===== src/rtl/cond_code_unit.sv =====
// rtl/cond_code_unit.sv - Y-86 condition-code register and condition evaluator.
// Optional same-edge flag forwarding: define COND_CODE_UNIT_BYPASS_EN.
module cond_code_unit (
   input  logic        clk,
   input  logic        rst_n,
   input  logic        alu_valid,
   input  logic [1:0]  alu_fun,
   input  logic [63:0] alu_result,
   input  logic        cout_add,
   input  logic        cout_sub,
   input  logic        ovf_add,
   input  logic        ovf_sub,
   input  logic        set_cc,
   input  logic        except_pending,
   input  logic        stall,
   input  logic        cond_req,
   input  logic [3:0]  cond_fun,
   output logic        zf,
   output logic        sf,
   output logic        of,
   output logic        cnd,
   output logic        cnd_valid,
   output logic        cnd_err,
   output logic [15:0] cc_wr_cnt
);

   logic        zf_q, sf_q, of_q, zf_d, sf_d, of_d;
   logic        cnd_q, cnd_valid_q, cnd_err_q, cnd_d, cnd_valid_d, cnd_err_d;
   logic [15:0] cnt_q, cnt_d;
   logic        wr_en, eval_en;
   logic        new_zf, new_sf, new_of;
   logic        ev_zf, ev_sf, ev_of, ev_cnd, ev_err;
   logic        unused_carry;

   // Carry-outs are visible at the boundary but not architectural state in Y-86.
   assign unused_carry = cout_add ^ cout_sub;

   assign wr_en   = alu_valid & set_cc & ~except_pending & ~stall;
   assign eval_en = cond_req & ~stall;
   assign new_zf  = (alu_result == 64'd0);
   assign new_sf  = alu_result[63];

   always_comb begin
      new_of = 1'b0;
      case (alu_fun)
         2'b00:   new_of = ovf_add;
         2'b01:   new_of = ovf_sub;
         default: new_of = 1'b0;
      endcase
   end

`ifdef COND_CODE_UNIT_BYPASS_EN
   assign ev_zf = wr_en ? new_zf : zf_q;
   assign ev_sf = wr_en ? new_sf : sf_q;
   assign ev_of = wr_en ? new_of : of_q;
`else
   assign ev_zf = zf_q;
   assign ev_sf = sf_q;
   assign ev_of = of_q;
`endif

   always_comb begin
      ev_cnd = 1'b0;
      ev_err = 1'b0;
      case (cond_fun)
         4'd0:    ev_cnd = 1'b1;
         4'd1:    ev_cnd = (ev_sf ^ ev_of) | ev_zf;
         4'd2:    ev_cnd = ev_sf ^ ev_of;
         4'd3:    ev_cnd = ev_zf;
         4'd4:    ev_cnd = ~ev_zf;
         4'd5:    ev_cnd = ~(ev_sf ^ ev_of);
         4'd6:    ev_cnd = ~(ev_sf ^ ev_of) & ~ev_zf;
         default: ev_err = 1'b1;
      endcase
   end

   always_comb begin
      zf_d        = wr_en ? new_zf : zf_q;
      sf_d        = wr_en ? new_sf : sf_q;
      of_d        = wr_en ? new_of : of_q;
      cnt_d       = wr_en ? cnt_q + 16'd1 : cnt_q;
      cnd_d       = eval_en ? ev_cnd : cnd_q;
      cnd_err_d   = eval_en ? ev_err : cnd_err_q;
      cnd_valid_d = stall ? cnd_valid_q : cond_req;
   end

   always_ff @(posedge clk or negedge rst_n) begin
      if (!rst_n) begin
         zf_q        <= 1'b1;
         sf_q        <= 1'b0;
         of_q        <= 1'b0;
         cnd_q       <= 1'b0;
         cnd_valid_q <= 1'b0;
         cnd_err_q   <= 1'b0;
         cnt_q       <= 16'd0;
      end else begin
         zf_q        <= zf_d;
         sf_q        <= sf_d;
         of_q        <= of_d;
         cnd_q       <= cnd_d;
         cnd_valid_q <= cnd_valid_d;
         cnd_err_q   <= cnd_err_d;
         cnt_q       <= cnt_d;
      end
   end

   assign zf        = zf_q;
   assign sf        = sf_q;
   assign of        = of_q;
   assign cnd       = cnd_q;
   assign cnd_valid = cnd_valid_q;
   assign cnd_err   = cnd_err_q;
   assign cc_wr_cnt = cnt_q;

endmodule

===== config.mk =====
export PLATFORM = sky130hd
export DESIGN_NAME = cond_code_unit
export DESIGN_NICKNAME = d
export VERILOG_FILES = /design/src/rtl/cond_code_unit.sv
export SDC_FILE = /design/constraint.sdc
export NUM_CORES = 1
export LEC_CHECK = 0
export CAP_MARGIN = 20
export CORE_UTILIZATION = 34
export CTS_CLUSTER_DIAMETER = 80
export DETAILED_ROUTE_END_ITERATION = 16
export PLACE_DENSITY_LB_ADDON = 0.3
export RECOVER_POWER = 50
export SLEW_MARGIN = 20
export SYNTH_ARGS = -nofsm -noshare
export SYNTH_HDL_FRONTEND = slang
export SYNTH_SLANG_ARGS = --single-unit

===== constraint.sdc =====
create_clock -name clk -period 2.7 [get_ports clk]
set_input_delay 0.81 -clock clk [delete_from_list [all_inputs] [get_ports clk]]
set_output_delay 0.81 -clock clk [all_outputs]
set_load 0.02 [all_outputs]

Word-level counts from Yosys, hierarchy flattened --
Cells that the tools add are included.
Cells by class: add/subtract/negate cells 1, equal/unequal tests 7, multiplexer cells 3, bitwise gates (word level) 11, reductions and logical operators 4
Operator list (number):
- 64-bit zero test | 1
- 16-bit by 1-bit adder with 16-bit output, second input constant | 1
- 4-bit by 3-bit == test with 1-bit output, second input constant | 3
- 4-bit by 2-bit == test with 1-bit output, second input constant | 2
- 1-bit case mux with 7 select lines | 1
- 7-bit OR reduction | 1
- 1-bit bitwise AND | 5
- 4-bit by 1-bit == test with 1-bit output, second input constant | 1
- 4-bit zero test | 1
- 1-bit inverter | 4
- 2-bit by 1-bit == test with 1-bit output, second input constant | 1
- 2-bit zero test | 1
- 1-bit case mux with 2 select lines | 1
- 1-bit 2-to-1 mux | 1
- 1-bit bitwise OR | 1
- 1-bit XOR | 1
Word-level totals: register bits after elaboration 22, input port bits 81, output and inout port bits 22, word-level logic and storage cells 33

Longest topological paths before layout --
Gate-level depths: netlist (run 1).
depth after elaboration 4, depth in mapped cells 5, depth with buffers taken out 4

Worst setup path after synthesis (run 1) --
OpenSTA, ideal clock, no wires.
path type in2reg, from input port stall, to register cnt_q[14], in the netlist cc_wr_cnt[14], arrival 1.780 ns, path slack 0.840 ns, stages 5, buffers on the path 1, path through and4bb_1 buf_6 nand3_4 nor4_2 xor2_1
On the way: cells in the longest elaborated chain, start to end 2
Ends and longest elaborated chain:
- start: declaration | line 15 | input logic stall,
- 1-bit inverter | line 38 | assign wr_en = alu_valid & set_cc & ~except_pending & ~stall;
- 1-bit bitwise AND | line 38
- end signal: assignment | line 103 | cnt_q <= cnt_d;
- end: declaration | line 29 | logic [15:0] cnt_q, cnt_d;
Every way passes these cells. A chain may end at the register's enable or synchronous reset.

Worst setup path in the final report (run 1) --
from input port stall, to register cnt_q[15], in the netlist cc_wr_cnt[15]
Same word-level chain as after synthesis.

==> results of run 1 <==
==> flip-flops by register name, indices dropped and copies added (netlist names) <==
name	cells
cc_wr_cnt	16
of	1
zf	1
cnd_err	1
sf	1
cnd	1
cnd_valid	1
==> routing by layer <==
metal,routed length (um),vias to the layer above,GRT usage,part of all wire
met5,0,-,0,0
met4,59,0,0.0682,0.015
met3,219,8,0.0533,0.056
met2,2040,53,0.414,0.52
met1,1620,618,0.276,0.41
li1,-,632,-,-
==> report_power, final <==
group          switching (mW)  total, mW  internal (mW)  leakage, nW
registers              0.0560      0.426          0.370        0.280
logic                   0.135      0.345          0.210        0.611
clock network           0.102      0.251          0.150       0.0279
==> worst paths after layout <==
path	from	end	slack (ns)	cells after the start
max	stall	cc_wr_cnt[15]$_DFFE_PN0P_	0.37	5
min	cc_wr_cnt[5]$_DFFE_PN0P_	cc_wr_cnt[5]$_DFFE_PN0P_	0.50	1
max reg2reg	cc_wr_cnt[3]$_DFFE_PN0P_	cc_wr_cnt[15]$_DFFE_PN0P_	1.12	4
min reg2reg	cc_wr_cnt[5]$_DFFE_PN0P_	cc_wr_cnt[5]$_DFFE_PN0P_	0.50	1
max in group asynchronous	rst_n	cc_wr_cnt[2]$_DFFE_PN0P_	0.77	2
min in group asynchronous	rst_n	cc_wr_cnt[14]$_DFFE_PN0P_	1.24	2
==> through the flow <==
step                      hold WS, ns  power (mW)  cells  setup slack, ns
after floorplan                 0.514       0.547    111            0.840
after global placement          0.460       0.765    256            0.284
after detailed placement        0.477       0.778    256            0.165
after CTS                       0.498        1.03    260            0.406
after global routing            0.514        1.08    260            0.237
final                           0.501        1.02    260            0.374
==> kinds of logic after synthesis <==
| group | after synthesis | share of synthesized area |
|---|---|---|
| and+or+nand+nor | 53 | 0.282 |
| DFF | 22 | 0.471 |
| xor gates and xnor gates | 16 | 0.120 |
| AOI/OAI and AO/OA | 9 | 0.0481 |
| buffers and inverters | 5 | 0.0224 |
| muxes | 5 | 0.0459 |
| adders and majority gates | 1 | 0.0107 |
==> layout by cell type, fill, tap and decap left out, drive strengths merged, types with 2 or more instances in the layout <==
| cell type | synthesis | routed |
|---|---|---|
| a31oi | 2 | 2 |
| clkbuf | 0 | 4 |
| clkdlybuf4s50 | 0 | 97 |
| dfrtp | 21 | 21 |
| dlygate4sd3 | 0 | 3 |
| inv | 4 | 4 |
| mux2 | 3 | 3 |
| mux2i | 2 | 2 |
| nand2 | 10 | 10 |
| nand3 | 5 | 5 |
| nand4 | 7 | 7 |
| nor2 | 4 | 4 |
| nor3 | 3 | 3 |
| nor4 | 20 | 20 |
| o21ai | 3 | 3 |
| o31ai | 2 | 2 |
| xnor2 | 6 | 6 |
| xor2 | 10 | 10 |
==> area by class of cell <==
class	instances	area, um2	share of cell area
clock buffers	3	22.5	0.00988
clock inverters	1	30.0	0.0132
inverters	4	15.0	0.00659
multi-input cells	84	593	0.260
flip-flops and latches	22	552	0.242
well taps	44	55.1	0.0241
repair buffers	102	1010	0.444
==> critical path, stage by stage <==
cell,delay [ns]
sky130_fd_sc_hd__dlygate4sd3_1,0.58
sky130_fd_sc_hd__and4bb_1,0.33
sky130_fd_sc_hd__nand4_2,0.22
sky130_fd_sc_hd__nor4_1,0.41
sky130_fd_sc_hd__xor2_1,0.20
==> summary.md, run 1 <==
The root buffer cell chosen for the clock tree is sky130_fd_sc_hd__clkbuf_4. The HPWL after detailed placement was 3340 um. The most common cell in the synthesized netlist is sky130_fd_sc_hd__dfrtp_1.

Compared with the post-synthesis result, the final layout area differs by 94.7%. Setup total negative slack on the finished layout was measured at 0 ns. In this run the mean area of a mapped cell was 10.6 um2. The run finished with clean final reports.

The clock passes through at most 2 buffers. The run gives 0 as the final max-slew violation count. The first global-routing pass estimated 6250 um of wire. The share of final-layout standard cells stronger than drive strength 1 was 0.0648; the number of routed nets with antenna violations was 0.

The height of the die came out at 60.7 um. The via count of the first global-routing pass is 1398. The flip-flop and latch count after synthesis is 22, and the clock period minus worst slack is 2.33 ns. The run gives 0.790 as the routability congestion estimate from global placement. The worst endpoint data arrival time is 2.56 ns.

The fill cell total of the finished layout was 257. TritonCTS built the clock tree. Setup repair after global routing left no endpoint under its margin. The cell area that synthesis handed to floorplanning was 1170 um2. Buffers inserted to repair hold after CTS numbered 0. The run gives 0 as the number of DRC violations after detailed routing.

The tools report the total global-route track usage as 0.231. The sequential share of the synthesized area was 0.471. The final core utilization was 0.723; the number of antenna violations at the first check in global routing was 0. Critical path endpoint category: a flop.

The run gives 4 as the first-pass iteration count of the detailed router. The tools report the required time of the worst setup path as 2.93 ns. STA classifies the critical path startpoint as an input pin. The run gives 20 as the number of core rows.

The remaining global-route overflow came out at 0. The fraction of the cycle the final worst path needs works out to 0.862. Cell type with the highest aggregate area in the netlist: sky130_fd_sc_hd__dfrtp_1. The die width is 60.7 um, and the register clock-pin slew on the reported worst setup and hold paths is 0.13 ns.

The tools report the number of endpoints failing setup at the final stage as 0. The total CTS buffers was 3; the maximum number of pins on one net before global-route repair was 23. The proportion of register bits with asynchronous set or reset after synthesis was 1.00; the top fanout value on the critical path was 7. The number of enable-type register cells in the synthesized netlist was 0. At the pin with the least slew margin, the transition time is 1.16 ns. The most used flip-flop cell after synthesis is sky130_fd_sc_hd__dfrtp_1.

The repair_antennas step left the layout with diodes totalling 0. The logs give 2230 um2 for the cell area reported after detailed placement and 403 uV for the worst IR drop on VDD. By startpoint and endpoint, the worst setup path is classified as input pin to flop. The leakage power figure was 0.919 nW. Synthesis produced 111 cells. Vias after detailed routing: 1311. The number of I/O port buffers is 100, and the total of max-cap violations is 0. Power spread over the standard cell area amounts to 449 nW/um2. Counting instances in the post-synthesis netlist gives the leading cell types as sky130_fd_sc_hd__dfrtp_1 (21), sky130_fd_sc_hd__nor4_1 (18), sky130_fd_sc_hd__nand2_1 (10), sky130_fd_sc_hd__xor2_1 (10).

In this run, the number of DRC markers left after iteration 0 of detailed routing was 51. The core area is 3150 um2, and the number of primary I/O pins is 103. The logs give 0 for the total setup buffers inserted after CTS and 22 for the TritonCTS sink count. The number of distinct library cells after synthesis is 28. The floorplan step defined a die boundary enclosing 3680 um2.

The average vias per placed instance was 5.04. The final layout contains routed wiring with a total length of 3940 um. By area the synthesized netlist is led by sky130_fd_sc_hd__dfrtp_1 (45%), sky130_fd_sc_hd__nor4_1 (9.6%), sky130_fd_sc_hd__xor2_1 (7.5%), sky130_fd_sc_hd__xnor2_1 (4.5%), sky130_fd_sc_hd__nand2_1 (3.2%). Clock latency on the worst-skew pair, taken at its later pin, is 0.30 ns. The fraction of post-synthesis cell area in the top cell type by area is 0.449, and the level count of the clock H-tree is 1.

The path class of the tightest hold or removal check is flop to flop. Based on the critical path, the design can be clocked at up to 0.430 GHz. After detailed routing, the average wire length per cell comes to 15.2 um. The run gives 0 as the number of hold violations in the final report. Worst clock skew on the final layout: 0.00618 ns. After clock tree synthesis, the repair step resized 0 gates.

The initial core utilization was 0.371; the finished layout cell area was 2280 um2. The final net count was 299; the number of warnings issued by yosys was 0. The headroom to the max-slew limit is 0.225, and the synthesized net count is 193.
Note: power is estimated with default switching activity, not from simulation.
==> run 2: changes to the inputs <==
- CORE_MARGIN: unset -> 3
==> run 2 against run 1 <==
Compared with the run above: hold slack got worse by 0.014 ns; sequential cell count unchanged; setup slack got worse by 0.046 ns; combinational power about the same; design area decreased by 0.99%; sequential share of layout area increased by 0.24 points; clock skew increased by 0.0026 ns; cell count unchanged; count of clock-buffer cells in the layout increased by 1; die area increased by 14%; critical path depth unchanged; largest cell class unchanged.
==> summary.md, run 2 (synthesized netlist as in run 1, its figures left out) <==
The floorplan step defined a die boundary enclosing 4180 um2. The clock group share of total power is 0.189, and the number of routed nets with antenna violations is 0. The final max-slew violation count is 0. Static timing analysis puts the maximum clock frequency at 0.422 GHz. The number of DRC violations after detailed routing came out at 0. The insertion delay of the later-clocked pin in the worst-skew pair is 0.30 ns. The power per unit of standard cell area was 420 nW/um2; the die width was 64.7 um. The total overflow left after global routing is 0. The part of the power in combinational logic was 0.366. The total CTS buffers is 3. The count of hold-fix buffers inserted at cts was 0; the number of hold violations in the final report was 0. The repair_antennas step left the layout with diodes totalling 0. The final non-filler cell total was 260; the number of I/O port buffers was 100. Summed over all layers, the routed wires come to 4220 um. The number of antenna violations at the first check in global routing is 0, and the routed length per placed instance is 16.2 um. Cell internal power was estimated by the tool at 0.661 mW.

For this run, the post-layout net count is 299. The headroom to the max-slew limit was 0.475; the initial core utilization was 0.369. TritonCTS built the clock tree. The post-route total power is 0.948 mW. The share of total power consumed by net switching is 0.303, and the routability congestion estimate from global placement is 0.816. Setup repair after global routing left no endpoint under its margin. The level count of the clock H-tree came out at 1. In this run the worst path has a maximum fanout of 7. After legalization and detailed placement, the total HPWL measured 3750 um. The first-pass iteration count of the detailed router is 4, and the clock period minus worst slack is 2.37 ns.

Via count of the first global-routing pass: 1538. Data on the critical path is required at its endpoint by 2.93 ns. Once the clock tree was built, the resizer swapped 0 gates to a different size.

The path class of the tightest hold or removal check is flop to flop. The analysis attributes to net switching a power of 0.287 mW. The area growth from synthesis to layout is 92.7%. Sort of element at the start of the critical path: an input pin. In this run the static leakage power is 0.904 nW. The run gives 0.216 as the total global-route track usage. The tools report the master cell of the clock root buffer as sky130_fd_sc_hd__clkbuf_4. Detailed routing inserted a total of 1301 vias.

The number of placed instances, taps included, is 256. Setup total negative slack on the finished layout was measured at 0 ns. The run gives 2.60 ns as the worst endpoint data arrival time. The average vias per placed instance was 5.00; the fraction of the cycle the final worst path needs was 0.879. The region available for standard cell placement spans 3180 um2. After clock tree synthesis, the clock-pin slew on the worst setup and hold paths is 0.11 ns. Entering global routing, the biggest net connects 15 pins. The run gives 0.00877 ns as the worst clock skew on the final layout.

Measured along the y axis, the die boundary spans 64.7 um. In this run the count of I/O pins placed on the die edge is 103. The actual slew at the worst max-slew pin was 0.788 ns; the worst IR drop on VDD was 271 uV. In the layout the commonest cells are sky130_fd_sc_hd__clkdlybuf4s50_1 (97), sky130_fd_sc_hd__dfrtp_1 (21), sky130_fd_sc_hd__nor4_1 (18), sky130_fd_sc_hd__xor2_1 (10), sky130_fd_sc_hd__nand2_1 (10). The flow ran to the end, and the final reports show no timing, DRC or antenna violations. The share of final-layout standard cells stronger than drive strength 1 works out to 0.0602.

The flip-flop count of the largest register after layout was 16; the iteration-0 DRC count of the detailed router was 33. Post-CTS timing repair inserted 0 buffers for setup. Setup violations remaining at the end of the flow were counted as 0.

The TritonCTS sink count was 22. Part of the power in registers: 0.445. For the total of max-cap violations, the log shows 0. Counting along the longest clock path gives a buffer depth of 2. The critical path endpoint category is a flop.

The category of the most critical setup path is input pin to flop. Row generation in the floorplan step produced 20 rows. The tools report the global-route wire length before repair as 7020 um.

The commonest non-fill, non-tap cell in the layout is sky130_fd_sc_hd__clkdlybuf4s50_1.
run 2: cell count changes in the layout (fill, tap and decap cells not counted):
cell / change
sky130_fd_sc_hd__bufinv_16: -1
sky130_fd_sc_hd__clkbuf_8: +1
sky130_fd_sc_hd__nand4_1: +1
sky130_fd_sc_hd__nand4_2: -1
run 2: final timing paths:
check                      slack [ns]                     start                        end  cells past startpoint
max                              0.33                     stall  cc_wr_cnt[15]$_DFFE_PN0P_                      5
min                              0.49       cnd_err$_DFFE_PN0P_        cnd_err$_DFFE_PN0P_                      2
max reg2reg                      1.18  cc_wr_cnt[2]$_DFFE_PN0P_  cc_wr_cnt[15]$_DFFE_PN0P_                      3
min reg2reg                      0.49       cnd_err$_DFFE_PN0P_        cnd_err$_DFFE_PN0P_                      2
max in group asynchronous        0.80                     rst_n  cc_wr_cnt[15]$_DFFE_PN0P_                      2
min in group asynchronous        0.86                     rst_n   cc_wr_cnt[2]$_DFFE_PN0P_                      1
run 2: worst max-delay path, stage by stage:
cell,delay [ns]
sky130_fd_sc_hd__dlygate4sd3_1,0.58
sky130_fd_sc_hd__and4bb_1,0.32
sky130_fd_sc_hd__nand4_1,0.33
sky130_fd_sc_hd__nor4_1,0.40
sky130_fd_sc_hd__xor2_1,0.17
run 2: metrics by stage:
| step | cell area, um2 | worst slack [ns] | hold slack (ns) | util |
|---|---|---|---|---|
| 2_1_floorplan | 1170 | 0.840 | 0.514 | - |
| 3_3_place_gp | 2230 | 0.244 | 0.458 | 0.702 |
| 3_5_place_dp | 2230 | 0.210 | 0.471 | 0.702 |
| 4_1_cts | 2270 | 0.387 | 0.498 | 0.713 |
| 5_1_grt | 2260 | 0.170 | 0.524 | 0.710 |
| 6_report | 2260 | 0.328 | 0.488 | 0.710 |
run 2: cell type report:
class	instances	area, um2
fill	242	921
clock buffer	4	36.3
multi-input combinational	84	587
timing repair buffer	102	1010
sequential	22	552
inverter	4	15.0
tap	44	55.1
run 2: layer usage:
metal  share of wire  GRT usage
met3           0.068     0.0555
met5               0          0
met4           0.017     0.0633
met1            0.35      0.220
met2            0.57      0.425
run 2: power groups by stage:
| stage | clock, mW | sequential, mW | combinational [mW] |
|---|---|---|---|
| 2_1_floorplan | 0 | 0.473 | 0.0737 |
| 3_3_place_gp | 0 | 0.427 | 0.339 |
| 3_5_place_dp | 0 | 0.432 | 0.352 |
| 4_1_cts | 0.182 | 0.426 | 0.353 |
| 5_1_grt | 0.199 | 0.431 | 0.377 |
| 6_report | 0.179 | 0.422 | 0.347 |
